**config.mk**
```make
export PLATFORM = sky130hd
export DESIGN_NAME = mips_control
export DESIGN_NICKNAME = d
export VERILOG_FILES = /design/src/rtl/mips_control_pkg.sv /design/src/rtl/opcode_decode.sv /design/src/rtl/mips_control.sv
export SDC_FILE = /design/constraint.sdc
export NUM_CORES = 1
export LEC_CHECK = 0
export ABC_AREA = 1
export CAP_MARGIN = 20
export CORE_AREA = 2 2 39 41
export CTS_CLUSTER_SIZE = 10
export DETAILED_ROUTE_END_ITERATION = 8
export DIE_AREA = 0 0 41 43
export PLACE_DENSITY = 0.59
export SLEW_MARGIN = 5
export SYNTH_ARGS = -nofsm -noshare
export SYNTH_HDL_FRONTEND = slang
export SYNTH_SLANG_ARGS = --single-unit
```
**constraint.sdc**
```tcl
create_clock -name clk -period 1.1 [get_ports clk]
set_clock_uncertainty 0.15 [all_clocks]
set_input_delay 0.165 -clock clk [delete_from_list [all_inputs] [get_ports clk]]
set_output_delay 0.165 -clock clk [all_outputs]
set_load 0.05 [all_outputs]
```
**src/rtl/mips_control_pkg.sv**
```systemverilog
// Shared opcode constants, ALUop encodings and the registered control bundle
// for the single-cycle MIPS main control.
package mips_control_pkg;

    localparam logic [5:0] OP_RTYPE = 6'd0;
    localparam logic [5:0] OP_J     = 6'd2;
    localparam logic [5:0] OP_BEQ   = 6'd4;
    localparam logic [5:0] OP_ADDI  = 6'd8;
    localparam logic [5:0] OP_LW    = 6'd35;
    localparam logic [5:0] OP_SW    = 6'd43;

    localparam logic [1:0] ALUOP_ADD   = 2'b00;
    localparam logic [1:0] ALUOP_SUB   = 2'b01;
    localparam logic [1:0] ALUOP_FUNCT = 2'b10;

    typedef struct packed {
        logic       rtype;
        logic       lw;
        logic       sw;
        logic       j;
        logic       beq;
        logic       reg_dst;
        logic       alu_src;
        logic       reg_write;
        logic       mem2reg;
        logic       mem_read;
        logic       mem_write;
        logic [1:0] alu_op;
    } ctrl_t;

endpackage

```
**src/rtl/opcode_decode.sv**
```systemverilog
// Combinational instruction-class decode: opCode -> five mutually exclusive
// class flags; any unlisted opcode leaves all flags low.
module opcode_decode
    import mips_control_pkg::*;
(
    input  logic [5:0] i_op_code,
    output logic       o_rtype,
    output logic       o_lw,
    output logic       o_sw,
    output logic       o_j,
    output logic       o_beq
);

    assign o_rtype = (i_op_code == OP_RTYPE);
    assign o_lw    = (i_op_code == OP_LW);
    assign o_sw    = (i_op_code == OP_SW);
    assign o_j     = (i_op_code == OP_J);
    assign o_beq   = (i_op_code == OP_BEQ);

endmodule

```
**src/rtl/mips_control.sv**
```systemverilog
// MIPS main control: class decode, datapath control equations and ALUop,
// all captured in one register stage with synchronous active-high reset.
module mips_control
    import mips_control_pkg::*;
(
    input  logic       clk,
    input  logic       rst,
    input  logic [5:0] opCode,
    output logic       rtype,
    output logic       lw,
    output logic       sw,
    output logic       j,
    output logic       beq,
    output logic       RegDst,
    output logic       ALUSrc,
    output logic       RegWrite,
    output logic       Mem2Reg,
    output logic       MemRead,
    output logic       MemWrite,
    output logic [1:0] ALUop
);

    logic  w_rtype;
    logic  w_lw;
    logic  w_sw;
    logic  w_j;
    logic  w_beq;
    ctrl_t w_next;
    ctrl_t r_ctrl;

    opcode_decode u_opcode_decode (
        .i_op_code (opCode),
        .o_rtype   (w_rtype),
        .o_lw      (w_lw),
        .o_sw      (w_sw),
        .o_j       (w_j),
        .o_beq     (w_beq)
    );

    // Unlisted opcodes fall through as immediate ALU ops (RegWrite, ALUSrc).
    always_comb begin
        w_next           = '0;
        w_next.rtype     = w_rtype;
        w_next.lw        = w_lw;
        w_next.sw        = w_sw;
        w_next.j         = w_j;
        w_next.beq       = w_beq;
        w_next.reg_dst   = w_rtype;
        w_next.alu_src   = ~(w_rtype | w_beq);
        w_next.reg_write = ~(w_sw | w_beq | w_j);
        w_next.mem2reg   = w_lw;
        w_next.mem_read  = w_lw;
        w_next.mem_write = w_sw;
        if (w_rtype)
            w_next.alu_op = ALUOP_FUNCT;
        else if (w_beq)
            w_next.alu_op = ALUOP_SUB;
        else
            w_next.alu_op = ALUOP_ADD;
    end

    always_ff @(posedge clk) begin
        if (rst)
            r_ctrl <= '0;
        else
            r_ctrl <= w_next;
    end

    assign rtype    = r_ctrl.rtype;
    assign lw       = r_ctrl.lw;
    assign sw       = r_ctrl.sw;
    assign j        = r_ctrl.j;
    assign beq      = r_ctrl.beq;
    assign RegDst   = r_ctrl.reg_dst;
    assign ALUSrc   = r_ctrl.alu_src;
    assign RegWrite = r_ctrl.reg_write;
    assign Mem2Reg  = r_ctrl.mem2reg;
    assign MemRead  = r_ctrl.mem_read;
    assign MemWrite = r_ctrl.mem_write;
    assign ALUop    = r_ctrl.alu_op;

endmodule

```
==> run_results.csv <==
group,metric,value,unit
run_status,status,"completed",
worst_setup_path,crit_family,"flip-flops",
worst_setup_path,critPathLaunchType,"register",
grt,grt_max_degree,6,
sta,hold_violations,0,
cells_and_area,final_common_cell,"buf_12",
floorplanning,initial_core_util,24.1,%
cts,cts_root_buffer,"clkbuf_4",
floorplanning,io_pins,21,
grt,grt_overflow_total,0,
grt,grt_pass1_vias,254,
cells_and_area,nNetsFinal,72,
sta,rsz0062_at_grt,"true",
yosys,synth_cell_types,10,
yosys,synth_xor_area_share,0,%
cts,clock_sinks,8,
yosys,synth_fa_ha_area_share,0,%
sta,finalSetupViolCount,0,
power,internal_power,0.000473,W
power,clkPwrFrac,33.6,%
sta,final.period_utilization,98.6,%
min_path,hp-class,"in -> reg",
cells_and_area,antennaDiodeCount,0,
floorplanning,die_w,41,um
route,antenna_left,0,
sta,period_needed,1.08,ns
yosys,muxShareOfSynthArea,0,%
min_path,min-delay-start,"rst",
yosys,ys_seq_area_share,47.9,%
cells_and_area,fin_cells,78,
power,power_frac_seq,47.9,%
yosys,synth-compound-area-share,0,%
sta,worst_pin_slew,0.176,ns
floorplanning,coreArea,1380,sq um
floorplanning,die_area,1760,sq um
cells_and_area,layout-drive-gt1-share,45.2,%
power,ir_drop,0.402,mV
cts,cts_tree,"built",
cts,clk_pin_slew,0.05,ns
placement,gp_congestion,0.811,
min_path,holdPathStages,2,
route,wl_per_cell,7.76,um
worst_setup_path,cp_cell_sequence,"buf_12",
power,pwr-share-comb,18.6,%
min_path,hold_end,"MemWrite",
grt,grtUsageTotal,9.99,%
placement,portBuffers,20,
grt,grt_pass1_wl,1040,um
worst_setup_path,critical_path_buf_inv_count,1,
power,p_leak,0.299,nW
route,route.vias.total,309,
yosys,synth-simple-area-share,34.1,%
cells_and_area,final_core_util,50.1,%
yosys,synth_warnings,0,
sta,setup_tns,0,ns
yosys,ys_seq_elements,8,
route,dr.pass1.iters,4,
floorplanning,rows,14,
worst_setup_path,cp.required,0.78,ns
route,drtIter0Drc,3,
route,route.detailed.drc,0,
power,p_switching,0.000145,W
placement,dpl.hpwl,554,um
yosys,syn_avg_cell_area,7.77,sq um
placement,dpl.cell_count,75,
route,via_per_inst,3.96,
worst_setup_path,arrival,0.77,ns
cells_and_area,layout_common_cells,"buf_12 (13), nor2_1 (12), clkdlybuf4s50_1 (7)",
worst_setup_path,critPathSlowestCell,"dfxtp_4",
cts,clk_path_buf_depth,2,
worst_setup_path,max_stage_delay,0.38,ns
cts,cts_inserted_buffers,3,
floorplanning,die_h,43,um
power,power_density,892,nW/um^2
yosys,synth_nets,51,
yosys,synth_area,334,sq um
power,swShare,23.5,%
route,routed_wl,605,um
sta,final_max_slew_viol_count,0,
grt,antenna_found_initial,0,
yosys,syn_inst,43,
run,maxCapViolCount,0,
worst_setup_path,endpoint_kind,"output port",
worst_setup_path,timing_worst_setup_path_type,"reg -> out",
worst_setup_path,worst-path-max-fanout,3,
cts,cts.htree.levels,1,
cells_and_area,syn2layout_area_growth,107,%
sta,max_freq,0.922,GHz
yosys,synth_top_family_by_area,"simple AND/OR/NAND/NOR gates",
sta,slew_headroom,88.2,%
[power by group through the flow]
stage / combinational, W / clock [W] / sequential [W]
after CTS: 0.000114 / 0.000216 / 0.000298
after detailed placement: 0.000114 / 0 / 0.000308
final: 0.000115 / 0.000208 / 0.000296
after floorplan: 0.0000275 / 0 / 0.000325
after global placement: 0.000113 / 0 / 0.000308
after global routing: 0.000123 / 0.000253 / 0.000296
[worst max-delay path by stage]
stage | startpoint | to | slack [ns] | depth (start not counted)
CTS | MemRead | MemRead | 0.005 | 1
detailed placement | opCode[2] | RegWrite | -0.23 | 6
floorplan | RegDst | ALUop[1] | 0.06 | 1
finish | MemRead | MemRead | 0.02 | 1
global placement | opCode[2] | RegWrite | -0.22 | 6
global route | opCode[1] | RegWrite | -0.03 | 5
[Yosys cell counts]
cell | n | area share [%]
buf_4 | 5 | 11
nor2_2 | 1 | 1.9
inv_1 | 5 | 5.6
nor2_1 | 13 | 15
nand3_1 | 2 | 3.0
nor3_2 | 2 | 6.0
dfxtp_1 | 8 | 48
nand3_2 | 1 | 3.0
nand2_1 | 5 | 5.6
inv_2 | 1 | 1.1
[kinds of logic (layout without fill, tap and decap cells)]
logic type,Yosys count,after routing
buf+inv,11,30
flops,8,8
simple gates,24,24
[registers in the layout, indices dropped and copies added, names as in the netlist]
signal    count
RegDst        1
j             1
beq           1
RegWrite      1
ALUSrc        1
MemWrite      1
MemRead       1
ALUop         1
[per-layer routing]
metal	part of all wire, %	up-vias	routed length, um	GRT usage, %
li1	-	162	-	-
met1	35	128	212	10.1
met2	52	17	315	12.5
met3	9.1	2	55	3.66
met4	3.6	0	22	14.0
met5	0	-	0	0
[final cells by class]
| cell class | instances | area (sq um) |
|---|---|---|
| flip-flops and latches | 8 | 174 |
| inverters | 6 | 22.5 |
| well taps | 16 | 20.0 |
| multi-input cells | 24 | 116 |
| clock buffers | 3 | 22.5 |
| fillers | 128 | 691 |
| repair buffers | 21 | 338 |
[timing repair]
action                     4_1_cts  5_1_grt
setup endpoints to repair        6       12
gates cloned                     0        0
pin swaps                        0        1
buffers inserted                 0        0
gates resized for setup          2        4
hold buffers                     0        0
[metrics by stage]
| stage | area, sq um | total power [W] | hold slack (ns) | setup slack, ns |
|---|---|---|---|---|
| 6_report | 693 | 0.000619 | 0.373 | 0.0154 |
| 5_1_grt | 693 | 0.000672 | 0.367 | -0.0322 |
| 4_1_cts | 686 | 0.000628 | 0.365 | 0.00535 |
| 3_5_place_dp | 658 | 0.000422 | 0.464 | -0.233 |
| 3_3_place_gp | 658 | 0.000420 | 0.464 | -0.223 |
| 2_1_floorplan | 338 | 0.000352 | 0.0767 | 0.0555 |
Note: power is estimated with default switching activity, not from simulation.
==> variant 1: new RTL, same flow settings <==
Reset style: asynchronous (`rst`), changed in one clocked block. Comments in the files are not updated.
--- a/src/rtl/mips_control.sv
+++ b/src/rtl/mips_control.sv
@@ -59,7 +59,7 @@
             w_next.alu_op = ALUOP_ADD;
     end
 
-    always_ff @(posedge clk) begin
+    always_ff @(posedge clk or posedge rst) begin
         if (rst)
             r_ctrl <= '0;
         else
Behaviour: differs if rst is asserted again (counterexample within 4 cycles, from zero or initial values and one cycle with rst high); with rst held inactive, the same outputs for 10 cycles.
==> variant 1 against the unedited design <==
  * The flow now finishes with violations (hold timing, setup timing)
  * Utilization increased by 0.90 points
  * Fmax decreased by 8.7%
  * Sequential cell count unchanged
  * Sequential power increased by 2%
  * Worst setup slack got worse by 0.10 ns
  * Synthesized cell count decreased by 14%
  * Routed wire length decreased by 5.5%
  * Design area increased by 1.8%
  * Sequential share of layout area increased by 3.8 points
  * Synthesized area increased by 7.1%
  * Total power increased by 2.8%
  * Critical path depth unchanged
==> variant 1: results (changes against the unedited design) <==
* Largest net degree at the start of global routing at 9 (+3)
* Max incr delay on CP at 0.46 ns (+0.08 ns)
* Rel. slew slack at 0.814 (-0.0679)
* VDD IR max at 0.000293 V (-27%)
* Final Hold Fails at 4 (+4)
* Final setup violation count at 13 (+13)
* Failing checks: hold timing, setup timing
* Drt wl/cell at 7.94 microns (+2.4%)
* Final worst setup slack at -0.0880 ns (-0.103 ns)
* Layout cell share with drive strength beyond 1 at 0.518 (+0.0662)
* Count of cell types in the netlist at 12 (+2)
* Initial detailed-routing violation count at 1 (-2)
* Async set-reset flop share out of synthesis at 1.00 (+1.00)
* Worst-path clk slew at 0.05 ns (about the same)
* Number of global-route vias before repair at 274 (+7.9%)
* Nets at 65 (-9.7%)
* DR pass1 iterations at 2 (-2)
* # diodes at 0 (unchanged)
* Final Hold Slack at -0.00162 ns (-0.375 ns)
* HP Class: input port to async pin
* Dpl cell area at 674 sq um (+2.5%)
* Commonest cells post-synth: 8 x dfrtp_1, 7 x inv_1, 5 x buf_4, 5 x nor2_1, 4 x nor2_2
* CP arrival at 0.87 ns (+0.10 ns)
* Ys flop type: dfrtp_1
* Leakage at 0.330 nW (+10%)
* Critical path's slowest cell: dfrtp_2
* Main area contributors after synthesis: dfrtp_1 56%, buf_4 10%, inv_1 7.3%
* Gp weighted congestion at 0.705 (-13%)
* Vias/cell at 3.85 (-2.9%)
* Syn_nets at 45 (-12%)
* Status: finished with violations
* Seq/Total Area, Yosys at 0.559 (+0.0800)
==> variant 1: changes by cell type after synthesis, moves of 2 or more <==
cell and delta:
inv_1 +2, nor2_1 -8, nor3_2 -2, nand2_1 -3, dfxtp_1 -8, dfrtp_1 +8
nor2_2 +3
==> variant 1: layer usage <==
metal,vias to the layer above,share of wire,global-route usage
li1,140,-,-
met1,120,0.32,0.0772
met2,17,0.58,0.134
met3,0,0.10,0.0209
met4,0,0,0.120
met5,-,0,0
==> variant 1: logic make-up after synthesis <==
family	after synthesis	synth area share
buf+inv	13	0.189
flops	8	0.559
simple gates	16	0.252
==> variant 1: worst paths after layout <==
kind | cells after the start | start | slack, ns | end
max | 1 | MemRead | -0.09 | Mem2Reg
min | 2 | rst | -0.002 | RegWrite
max in group asynchronous | 2 | rst | 0.56 | ALUop[1]
min in group clk | 3 | opCode[3] | 0.41 | MemWrite
==> variant 1: final cells by class <==
cell class	instances	area (sq um)
repair buffers	20	330
flip-flops and latches	8	204
multi-input cells	16	95.1
clock buffers	4	26.3
inverters	8	30.0
well taps	16	20.0
fillers	126	678
==> variant 1: metrics by stage <==
stage | setup WS [ns] | setup TNS (ns) | std cells
final | -0.0880 | -0.649 | 72
after CTS | -0.0999 | -0.835 | 72
after global placement | -0.210 | -0.972 | 68
after global routing | -0.125 | -1.13 | 72
after detailed placement | -0.214 | -1.02 | 68
after floorplan | 0.0294 | 0 | 37
==> variant 1: power by group <==
| group | switching (mW) | leakage [nW] | internal, mW |
|---|---|---|---|
| clock network | 0.0930 | 0.0150 | 0.138 |
| registers | 0.00444 | 0.0965 | 0.299 |
| logic | 0.0507 | 0.219 | 0.0507 |
==> variant 1: what timing repair did <==
action / CTS / global route
setup endpoints to repair: 13 / 15
hold buffers: 0 / 0
pin swaps: 0 / 0
resized for setup: 0 / 2
==> variant 2: new RTL, same flow settings <==
Without the edit above. Register the output `beq`, cleared by the reset; this adds one clock of latency there. The other outputs are not delayed to match.
--- a/src/rtl/mips_control.sv
+++ b/src/rtl/mips_control.sv
@@ -19,6 +19,8 @@
     output logic       MemWrite,
     output logic [1:0] ALUop
 );
+
+    logic beq_d;
 
     logic  w_rtype;
     logic  w_lw;
@@ -70,7 +72,7 @@
     assign lw       = r_ctrl.lw;
     assign sw       = r_ctrl.sw;
     assign j        = r_ctrl.j;
-    assign beq      = r_ctrl.beq;
+    assign beq_d    = r_ctrl.beq;
     assign RegDst   = r_ctrl.reg_dst;
     assign ALUSrc   = r_ctrl.alu_src;
     assign RegWrite = r_ctrl.reg_write;
@@ -79,5 +81,13 @@
     assign MemWrite = r_ctrl.mem_write;
     assign ALUop    = r_ctrl.alu_op;
 
+    always_ff @(posedge clk) begin
+        if (rst) begin
+            beq <= '0;
+        end else begin
+            beq <= beq_d;
+        end
+    end
+
 endmodule
 
Formal check against the unedited RTL: not equivalent (Yosys sat finds a counterexample within 4 cycles, from zero or initial values and one cycle with rst high).
==> variant 2 against the unedited design <==
  * The flow now finishes with violations (setup timing)
  * Sequential power rose by 12%
  * Worst setup slack got worse by 0.028 ns
  * Via count rose by 11%
  * Routed wire length rose by 15%
  * Sequential cell count rose by 1
  * Synthesized area rose by 10%
  * Non-clock buffer count rose by 1
  * Total power rose by 14%
  * Clock power rose by 22%
  * Worst hold slack got worse by 0.27 ns
  * Count of clock-buffer cells in the layout did not move
  * Die area did not move
  * Design area rose by 9.0%
  * Critical path type unchanged
  * Largest power group unchanged
==> variant 2: results (changes against the unedited design) <==
* Number of global-route vias before repair at 274 (+7.9%)
* DP Worst Slack at -0.220 ns (+0.0129 ns)
* Largest net degree at the start of global routing at 7 (+1)
* WL met3 at 61 microns (+11%)
* Hpwl dp at 580 microns (+4.7%)
* Nets at 76 (+5.6%)
* Rel. slew slack at 0.889 (+0.00730)
* Seq/Total Area, Yosys at 0.488 (+0.00873)
* Average size of a mapped cell at 7.85 sq um (+1.1%)
* Final setup TNS at -0.0705 ns (-0.0705 ns)
* Vias post-DR at 342 (+11%)
* Sw Pwr at 0.185 mW (+27%)
* Seq pwr at 0.331 mW (+12%)
* Detail Route met2 WL at 369 microns (+17%)
* Leakage at 0.348 nW (+16%)
* Final Hold Slack at 0.101 ns (-0.272 ns)
* Total power at 0.706 mW (+14%)
* Syn_nets at 55 (+7.8%)
* # fillers at 129 (+0.78%)
* HP Class: input port to register
* Layout cell share with drive strength beyond 1 at 0.507 (+0.0558)
* First-pass GRT wire length at 1.02 mm (-1.9%)
* Met1 wire length at 218 microns (+2.8%)
* Met1 Use GR at 0.0747 (-0.0266)
* Commonest cells post-synth: 14 x nor2_1, 9 x dfxtp_1, 6 x inv_1
* Gp weighted congestion at 0.745 (-8.2%)
* Count of cell types in the netlist at 12 (+2)
* DR pass1 iterations at 1 (-3)
* Status: finished with violations
* Failing checks: setup timing
* Dpl cell area at 696 sq um (+5.7%)
* Clock Power at 0.253 mW (+22%)
* M3 GR Usage at 0.0314 (-0.00524)
* VDD IR max at 0.000370 V (-8.0%)
* CP arrival at 0.80 ns (+0.03 ns)
* Met2 global-route usage at 0.147 (+0.0219)
* Finished Layout Cells at 83 (+6.4%)
* Main area contributors after synthesis: dfxtp_1 49%, nor2_1 14%, buf_4 10%
* Final setup violation count at 6 (+6)
* Final worst setup slack at -0.0123 ns (-0.0277 ns)
-- variant 2: cell types whose count changed after synthesis, sizes merged --
| cell | change |
|---|---|
| inv | +1 |
| buf | +1 |
| nor2 | +1 |
| dfxtp | +1 |
-- variant 2: kinds of logic after synthesis --
logic type | share of synthesized area
simple gates | 0.325
flops | 0.488
buf+inv | 0.186
-- variant 2: final cells by class --
type                       instances  area (sq um)  area share
timing repair buffer              22           353       0.467
sequential                         9           194       0.257
multi-input combinational         25           135       0.179
inverter                           7          26.3      0.0348
clock buffer                       3          22.5      0.0298
tap                               16          20.0      0.0265
clock inverter                     1          5.00     0.00662
-- variant 2: worst paths after layout --
check / cells after the start / from / to
hold reg to reg: 2 / beq_d / beq
setup reg to reg: 2 / beq_d / beq
hold / removal: 4 / opCode[1] / RegDst
setup / recovery: 1 / RegDst / RegDst
-- variant 2: what timing repair did --
| action | in CTS | in global routing |
|---|---|---|
| endpoints found under the setup margin | 8 | 12 |
| pin swaps | 0 | 2 |
| gates resized for setup | 3 | 10 |
